===== config.mk =====
export PLATFORM = sky130hd
export DESIGN_NAME = ring_stop
export DESIGN_NICKNAME = d
export VERILOG_FILES = /design/src/rtl/ring_stop.sv
export SDC_FILE = /design/constraint.sdc
export NUM_CORES = 1
export LEC_CHECK = 0
export CAP_MARGIN = 10
export CORE_ASPECT_RATIO = 0.75
export CORE_UTILIZATION = 38
export DETAILED_ROUTE_END_ITERATION = 8
export PLACE_DENSITY = 0.92
export REMOVE_ABC_BUFFERS = 1
export SYNTH_ARGS = -nofsm -noshare
export SYNTH_HDL_FRONTEND = slang
export SYNTH_SLANG_ARGS = --single-unit

===== constraint.sdc =====
create_clock -name clock -period 2.49 [get_ports clock]
set_input_delay 0.498 -clock clock [delete_from_list [all_inputs] [get_ports clock]]
set_output_delay 0.498 -clock clock [all_outputs]
set_load 0.02 [all_outputs]

===== src/rtl/ring_stop.sv =====
// ring_stop -- one stop on the token ring.
//
// Registers one slot per cycle toward the downstream stop. The outgoing slot is
// chosen by priority: messenger > locker > barrier > pass-through of the
// upstream slot. The core with tokenMaster high owns the token. It injects the
// token once after startup, then runs a watchdog that re-injects the token if
// no Token slot is seen for TOKEN_TIMEOUT cycles.
//
// Optional feature macro: RING_STOP_STATS_EN
//   defined   -> slotsDriven counts RUN cycles in which any local unit drove
//                the ring; the count wraps.
//   undefined -> slotsDriven is tied to 0.
//
// Ports
//   clock, reset            clock; asynchronous active-low reset
//   whichCore               ring ID of this core
//   tokenMaster             high on the core that originates and polices the token
//   RingIn/SlotTypeIn/SrcDestIn              slot from the upstream stop
//   {msgr,locker,barrier}{RingOut,SlotTypeOut,SrcDestOut,DriveRing}
//                           drive requests from the local units
//   RingOut/SlotTypeOut/SrcDestOut           registered slot to the downstream stop
//   ringCollision           sticky: two or more local drives in one cycle
//   tokenLost               sticky: the master watchdog expired at least once
//   slotsDriven             count of locally driven slots (see macro above)
module ring_stop #(
  parameter int INIT_DELAY    = 16,
  parameter int TOKEN_TIMEOUT = 1023
) (
  input  logic        clock,
  input  logic        reset,
  input  logic [3:0]  whichCore,
  input  logic        tokenMaster,
  input  logic [31:0] RingIn,
  input  logic [3:0]  SlotTypeIn,
  input  logic [3:0]  SrcDestIn,
  input  logic [31:0] msgrRingOut,
  input  logic [3:0]  msgrSlotTypeOut,
  input  logic [3:0]  msgrSrcDestOut,
  input  logic        msgrDriveRing,
  input  logic [31:0] lockerRingOut,
  input  logic [3:0]  lockerSlotTypeOut,
  input  logic [3:0]  lockerSrcDestOut,
  input  logic        lockerDriveRing,
  input  logic [31:0] barrierRingOut,
  input  logic [3:0]  barrierSlotTypeOut,
  input  logic [3:0]  barrierSrcDestOut,
  input  logic        barrierDriveRing,
  output logic [31:0] RingOut,
  output logic [3:0]  SlotTypeOut,
  output logic [3:0]  SrcDestOut,
  output logic        ringCollision,
  output logic        tokenLost,
  output logic [31:0] slotsDriven
);

  localparam logic [3:0] SLOT_TOKEN = 4'd1;
  localparam logic [3:0] SLOT_NULL  = 4'd7;

  localparam logic [1:0] ST_INIT   = 2'd0;
  localparam logic [1:0] ST_INJECT = 2'd1;
  localparam logic [1:0] ST_RUN    = 2'd2;

  localparam int WD_W = ($clog2(TOKEN_TIMEOUT + 1) < 1) ? 1 : $clog2(TOKEN_TIMEOUT + 1);
  localparam int IC_W = ($clog2(INIT_DELAY + 1) < 1) ? 1 : $clog2(INIT_DELAY + 1);

  typedef struct packed {
    logic [31:0] data;
    logic [3:0]  typ;
    logic [3:0]  sd;
  } slot_t;

  logic [1:0]      r_state;
  logic [IC_W-1:0] r_init_cnt;
  logic [WD_W-1:0] r_wd;
  slot_t           r_out;
  logic            r_coll;
  logic            r_lost;

  slot_t           w_slot;
  logic [2:0]      w_drv;
  logic            w_multi;
  logic            w_tok_seen;
  logic [WD_W-1:0] w_wd_inc;
  logic            w_wd_fire;
  logic            w_init_done;

  assign w_drv   = {msgrDriveRing, lockerDriveRing, barrierDriveRing};
  assign w_multi = (w_drv[2] & w_drv[1]) | (w_drv[2] & w_drv[0]) | (w_drv[1] & w_drv[0]);

  // Slot mux. INIT and INJECT override every local request.
  always_comb begin
    w_slot = '{data: RingIn, typ: SlotTypeIn, sd: SrcDestIn};
    if (barrierDriveRing) w_slot = '{data: barrierRingOut, typ: barrierSlotTypeOut, sd: barrierSrcDestOut};
    if (lockerDriveRing)  w_slot = '{data: lockerRingOut,  typ: lockerSlotTypeOut,  sd: lockerSrcDestOut};
    if (msgrDriveRing)    w_slot = '{data: msgrRingOut,    typ: msgrSlotTypeOut,    sd: msgrSrcDestOut};
    case (r_state)
      ST_INIT:   w_slot = '{data: 32'd0, typ: SLOT_NULL,  sd: 4'd0};
      ST_INJECT: w_slot = '{data: 32'd0, typ: SLOT_TOKEN, sd: whichCore};
      default:   ;
    endcase
  end

  // Token seen either arriving from upstream or leaving this stop.
  assign w_tok_seen  = (SlotTypeIn == SLOT_TOKEN) || (w_slot.typ == SLOT_TOKEN);
  // Saturating increment: the counter must never wrap back to 0.
  assign w_wd_inc    = (r_wd == {WD_W{1'b1}}) ? r_wd : r_wd + 1'b1;
  assign w_wd_fire   = tokenMaster && (r_state == ST_RUN) && !w_tok_seen &&
                       (32'(w_wd_inc) >= 32'(TOKEN_TIMEOUT));
  assign w_init_done = (32'(r_init_cnt) + 32'd1) >= 32'(INIT_DELAY);

  always_ff @(posedge clock or negedge reset) begin
    if (!reset) begin
      r_state    <= ST_INIT;
      r_init_cnt <= '0;
    end else begin
      case (r_state)
        ST_INIT: begin
          if (!tokenMaster) begin
            r_state <= ST_RUN;
          end else if (w_init_done) begin
            r_state    <= ST_INJECT;
            r_init_cnt <= '0;
          end else begin
            r_init_cnt <= r_init_cnt + 1'b1;
          end
        end
        ST_INJECT: r_state <= ST_RUN;
        default:   if (w_wd_fire) r_state <= ST_INJECT;
      endcase
    end
  end

  // Watchdog: held at 0 except while the master is in RUN.
  always_ff @(posedge clock or negedge reset) begin
    if (!reset) begin
      r_wd   <= '0;
      r_lost <= 1'b0;
    end else if (!tokenMaster || (r_state != ST_RUN) || w_tok_seen) begin
      r_wd <= '0;
    end else if (w_wd_fire) begin
      r_wd   <= '0;
      r_lost <= 1'b1;
    end else begin
      r_wd <= w_wd_inc;
    end
  end

  // Output register and sticky collision flag. Local drives are ignored in INIT,
  // so they cannot collide there.
  always_ff @(posedge clock or negedge reset) begin
    if (!reset) begin
      r_out  <= '{data: 32'd0, typ: SLOT_NULL, sd: 4'd0};
      r_coll <= 1'b0;
    end else begin
      r_out <= w_slot;
      if (w_multi && (r_state != ST_INIT)) r_coll <= 1'b1;
    end
  end

`ifdef RING_STOP_STATS_EN
  logic [31:0] r_slots;

  always_ff @(posedge clock or negedge reset) begin
    if (!reset)                           r_slots <= '0;
    else if ((r_state == ST_RUN) && |w_drv) r_slots <= r_slots + 32'd1;
  end

  assign slotsDriven = r_slots;
`else
  assign slotsDriven = 32'd0;
`endif

  assign RingOut       = r_out.data;
  assign SlotTypeOut   = r_out.typ;
  assign SrcDestOut    = r_out.sd;
  assign ringCollision = r_coll;
  assign tokenLost     = r_lost;

endmodule


# Word level (Yosys, flattened, before mapping)
# Index checks and enable logic that the tools add are counted.
dict set report word_totals {
  register_bits 59
  in_bits 170
  out_inout_bits 74
  word_cells 53
}
dict set report op_classes {
  addsub 3
  magnitude_cmp 2
  eq_ne 7
  mux 12
  bitwise 6
  reduce_logical 15
}
# cell count
set ops {}
lappend ops {{40-bit two-way mux} 3}
lappend ops {{40-bit one-hot mux with 2 select lines} 1}
lappend ops {{10-bit two-way mux} 3}
lappend ops {{10-bit by 1-bit adder with 10-bit output (second input constant)} 1}
lappend ops {{10-bit == test (second input constant)} 1}
lappend ops {{10-bit greater-or-equal comparator (second input constant)} 1}
lappend ops {{4-bit by 1-bit == test with 1-bit output (second input constant)} 2}
lappend ops {{5-bit by 1-bit adder with 6-bit output (second input constant)} 1}
lappend ops {{6-bit by 5-bit greater-or-equal comparator with 1-bit output (second input constant)} 1}
lappend ops {{2-bit two-way mux} 3}
lappend ops {{2-bit AND reduction} 3}
lappend ops {{5-bit by 1-bit adder with 5-bit output (second input constant)} 1}
lappend ops {{5-bit two-way mux} 1}
lappend ops {{1-bit logical AND} 4}
lappend ops {{2-bit one-hot mux with 2 select lines} 1}
lappend ops {{1-bit bitwise AND} 3}
lappend ops {{1-bit logical OR} 3}
lappend ops {{3-bit != test (second input constant)} 1}
lappend ops {{3-bit nonzero test} 1}
lappend ops {{2-bit by 1-bit == test with 1-bit output (second input constant)} 1}
lappend ops {{2-bit == test (second input constant)} 1}
lappend ops {{1-bit zero test} 2}
lappend ops {{2-bit zero test} 1}
lappend ops {{2-bit != test (second input constant)} 1}
lappend ops {{3 further kinds} 4}

# Depth between registers and ports, before layout
dict set report logic_depth {
  depth_word 11
  mapped_depth 8
  ltp_nobuf 6
}

# Least setup slack after synthesis
# OpenSTA, ideal clock, no wires.
dict set report synth_path {
  path_kind {reg2reg}
  start {register r_wd[0]}
  end {register r_state[1]}
  setup_ns 0.119
  arrival_ns 1.849
  t_required_ns 2.371
  setup_slack_ns 0.522
  path_stages_with_launch 7
  n_path_buf 0
  period_less_slack_ns 1.968
  path_cell_list {dfrtp_1 -> ha_1 -> nand4b_1 -> o221a_2 -> a2111oi_2 -> o2111ai_1 -> and2_1}
}
dict set report synth_between {
  elab_chain_len 6
  word_cells_on_any_way 7
  cone_classes {add/sub (1); order compare (1); eq/ne (1); mux (1); reduce/logical (3)}
}
# element line
set synth_rtl {}
lappend synth_rtl {{start, declared} 74} ;# logic [WD_W-1:0] r_wd;
lappend synth_rtl {{start signal, assigned} 144} ;# r_wd <= w_wd_inc;
lappend synth_rtl {{10-bit by 1-bit adder with 10-bit output / 10-bit == test (equally long branches)} 106} ;# assign w_wd_inc = (r_wd == {WD_W{1'b1}}) ? r_wd : r_wd + 1'b1;
lappend synth_rtl {{10-bit two-way mux (*)} 106}
lappend synth_rtl {{10-bit greater-or-equal comparator (*)} 108} ;# (32'(w_wd_inc) >= 32'(TOKEN_TIMEOUT));
lappend synth_rtl {{1-bit logical AND (*)} 107} ;# assign w_wd_fire = tokenMaster && (r_state == ST_RUN) && !w_tok_seen &&
lappend synth_rtl {{3-bit nonzero test (no line) (*)} n/a}
lappend synth_rtl {{2-bit AND reduction (no line) (*)} n/a}
lappend synth_rtl {{end signal, assigned} 113} ;# r_state <= ST_INIT;
lappend synth_rtl {{end signal, assigned} 119} ;# r_state <= ST_RUN;
lappend synth_rtl {{end signal, assigned} 121} ;# r_state <= ST_INJECT;
lappend synth_rtl {{end, declared} 72} ;# logic [1:0] r_state;
# Every way passes the cells marked *; elsewhere a longest branch is shown, timed or not.
# A chain may end at the register's enable or synchronous reset.

# Worst setup path after layout
dict set report layout_path {
  start {register r_wd[1]}
  end {register r_wd[0]}
}
dict set report layout_between {
  elab_chain_len 6
  word_cells_on_any_way 7
  cone_classes {add/sub (1); order compare (1); eq/ne (1); mux (3); reduce/logical (1)}
}
# element line
set layout_rtl {}
lappend layout_rtl {{10-bit by 1-bit adder with 10-bit output / 10-bit == test (equally long branches)} 106}
lappend layout_rtl {{10-bit two-way mux (*)} 106}
lappend layout_rtl {{10-bit greater-or-equal comparator} 108}
lappend layout_rtl {{1-bit logical AND} 107}
lappend layout_rtl {{10-bit two-way mux (*)} 140} ;# end else if (w_wd_fire) begin
lappend layout_rtl {{10-bit two-way mux (*)} 138} ;# end else if (!tokenMaster || (r_state != ST_RUN) || w_tok_seen) begin
# Marked as above.

==> qor.yml <==
yosys:
  synth-compound-area-share_pct: 17.1
  yosysTopAreaCellShare_pct: 35.6
  yosysWarningCount: 0
  synth_seq_area_share_pct: 37.6
  synth_area_um2: 3940
  yosys.cell_types.count: 58
  yosys.area_share.adder_pct: 0.889
  synth_top_family_by_area: "simple AND/OR/NAND/NOR gates"
  synth_ff_type: "dfrtp_1"
  synth_edf_count: 0
  synth-simple-area-share_pct: 23.2
  synth_top_area_cell: "dfrtp_1"
  synthXorXnorAreaFrac_pct: 0.667
  yosysMostFrequentCell: "dfrtp_1"
  ys_seq_elements: 59
  syn_inst: 463
  synthTopCellsByCount: "dfrtp_1, nand2_1, o21ai_0"
  ys_top_cells_by_area: "dfrtp_1, mux2i_1, buf_4"
  postSynthAreaPerCell_um2: 8.51
  async_flop_share_pct: 100
  synth_mux_area_share_pct: 10.5
placement:
  finalWeightedCongestion: 0.819
  io_buffers: 211
  place_hpwl_mm: 9.97
sta:
  period_needed_ns: 2.27
  finalCritPeriodShare_pct: 91.2
  skew_ns: 0.00523
  setup_viol: 0
  fin_setup_tns_ns: 0
  rsz0062_at_grt: "no"
  slew_headroom_pct: 63.7
  hold-worst-slack_ns: 0.169
  tightest_slew_ns: 0.545
  slew_violations: 0
  final_hold_viol_count: 0
  max_freq_mhz: 440
drt:
  drcViolationCount: 0
  drt-total-wl_mm: 12.5
  drt_iter0_drc: 136
  antenna_left: 0
  viasPerCell: 4.97
  wl_per_cell_um: 15.5
  dr.pass1.iters: 4
  vias: 3983
cts:
  cts_hold_buf: 0
  cts-resized-gates: 0
  clkTransAtPathRegs_ns: 0.05
  htreeDepth: 3
  cts_buffer_depth: 2
  cts_tree: "yes"
  cts_root_buffer: "clkbuf_16"
  insertion_delay_ns: 0.31
  cts-buffers-inserted: 9
  postCtsSetupBuffers: 0
  cts_sinks: 59
global_route:
  grt_use_met1_pct: 25.7
  grt_antenna_before_repair: 0
  grtUsageMet2_pct: 42.2
  grt_pass1_vias: 3978
  grt_max_degree: 74
  grt.total_usage_pct: 23.1
  gr-max-usage-layer: "met2"
  met3_usage_pct: 5.90
  grt_overflow: 0
  grt_pass1_wl_mm: 19.5
floorplan:
  dieWidth_um: 120
  num_rows: 31
  initial_core_util_pct: 40.0
  die-area_um2: 10800
  core_um2: 9850
  io_pins: 244
  die_h_um: 90.2
final_layout:
  drive_above_1_share_pct: 7.76
  nNetsFinal: 837
  diodes: 0
  syn_to_final_growth_pct: 61.1
worst_setup_path:
  critical-path-top-delay-family: "simple AND/OR/NAND/NOR gates"
  endpoint_kind: "flop"
  cp.required_ns: 2.65
  critical_path_buf_inv_count: 0
  cp.depth: 6
  startpoint_type: "flop"
  slowest_delay_ns: 0.43
  critPathArrivalTime_ns: 2.43
  path_class: "reg2reg"
  ff2ff_setup_slack_ns: 0.22
  crit_path_max_fanout: 9
  reg2reg_depth: 6
  crit_path_top_delay_cell: "and2_1"
  crit_chain: "ha_1, nand4b_1, o221a_2, a2111oi_2, and2_1, nor4_1"
pwr:
  p_leak_nw: 2.69
  p_per_area_nw_per_um2: 469
  vdd_drop_max_mv: 0.356
  fin_total_pwr_mw: 2.98
status:
  status: "finished clean"
job:
  maxCapViolations: 0
hold_path:
  hold_path_class: "in2async"
-- per-layer routing --
metal	share of wire, %	up-vias
li1	-	1954
met1	40	1861
met4	2.5	0
met2	51	150
met5	0	-
met3	5.9	18
-- cells by family after synthesis --
group           count (synthesis)
compound gates                110
xor+xnor                        3
fa+ha+maj                       3
buf+inv                        68
flops                          59
mux                            41
other cells                     1
simple gates                  178
-- metrics by stage --
| step | cells | cell area (µm²) | utilization, % | setup slack (ns) |
|---|---|---|---|---|
| 6_report | 802 | 6350 | 64.4 | 0.219 |
| 5_1_grt | 802 | 6350 | 64.4 | 0.0843 |
| 4_1_cts | 802 | 6350 | 64.4 | 0.216 |
| 3_5_place_dp | 786 | 6070 | 61.6 | 0.192 |
| 3_3_place_gp | 786 | 6070 | 61.6 | 0.255 |
| 2_1_floorplan | 430 | 3670 | - | 0.472 |
-- path summary, 6_finish.rpt --
path	start	endpoint
max	r_wd[1]	r_wd[0]
min	reset	RingOut[26]
max reg2reg	r_wd[1]	r_wd[0]
min reg2reg	ringCollision	ringCollision
max in group asynchronous	reset	RingOut[17]
min in group clock	ringCollision	ringCollision
-- where the power goes --
| group | internal [mW] | switching (mW) | leakage (nW) |
|---|---|---|---|
| sequential | 1.02 | 0.0184 | 0.731 |
| combinational | 0.450 | 0.361 | 1.82 |
| clock | 0.723 | 0.403 | 0.135 |
-- state kept, by name (all words and copies together), names as in the netlist --
name           count
ringCollision      1
r_wd              10
r_init_cnt         5
SrcDestOut         4
tokenLost          1
RingOut           32
SlotTypeOut        4
r_state            2
-- cells in the final DEF (no fill, tap or decap), types with 4 or more instances in the layout --
cell type        netlist  final
nor2_1                38     38
clkdlybuf4s50_1        0    207
clkbuf_16              0      9
a22o_1                 4      4
buf_2                  7      4
a21oi_1               41     41
conb_1                 1     32
buf_4                 33     10
dfrtp_1               56     56
mux2i_1               39     39
nand3_1                6      6
nor4_1                 5      5
o21ai_0               44     44
nand2_1               55     55
inv_1                  4      4
nand4_1                6      6
nor2b_1                5      5
and2_1                38     38
-- layout make-up --
cell class	count	area, µm²
clock buffers	12	256
clock inverters	4	25.0
fillers	809	3500
inverters	4	15.0
multi-input cells	367	2180
flip-flops and latches	59	1480
well taps	132	165
repair buffers	224	2230
-- worst register-to-register path: cells and delay by family, from the launching register on --
family          cells  cell delay (ns)
compound gates      2             0.66
fa+ha+maj           1             0.29
simple gates        3             0.76
flops               1             0.42
Note: power is estimated with default switching activity, not from simulation.
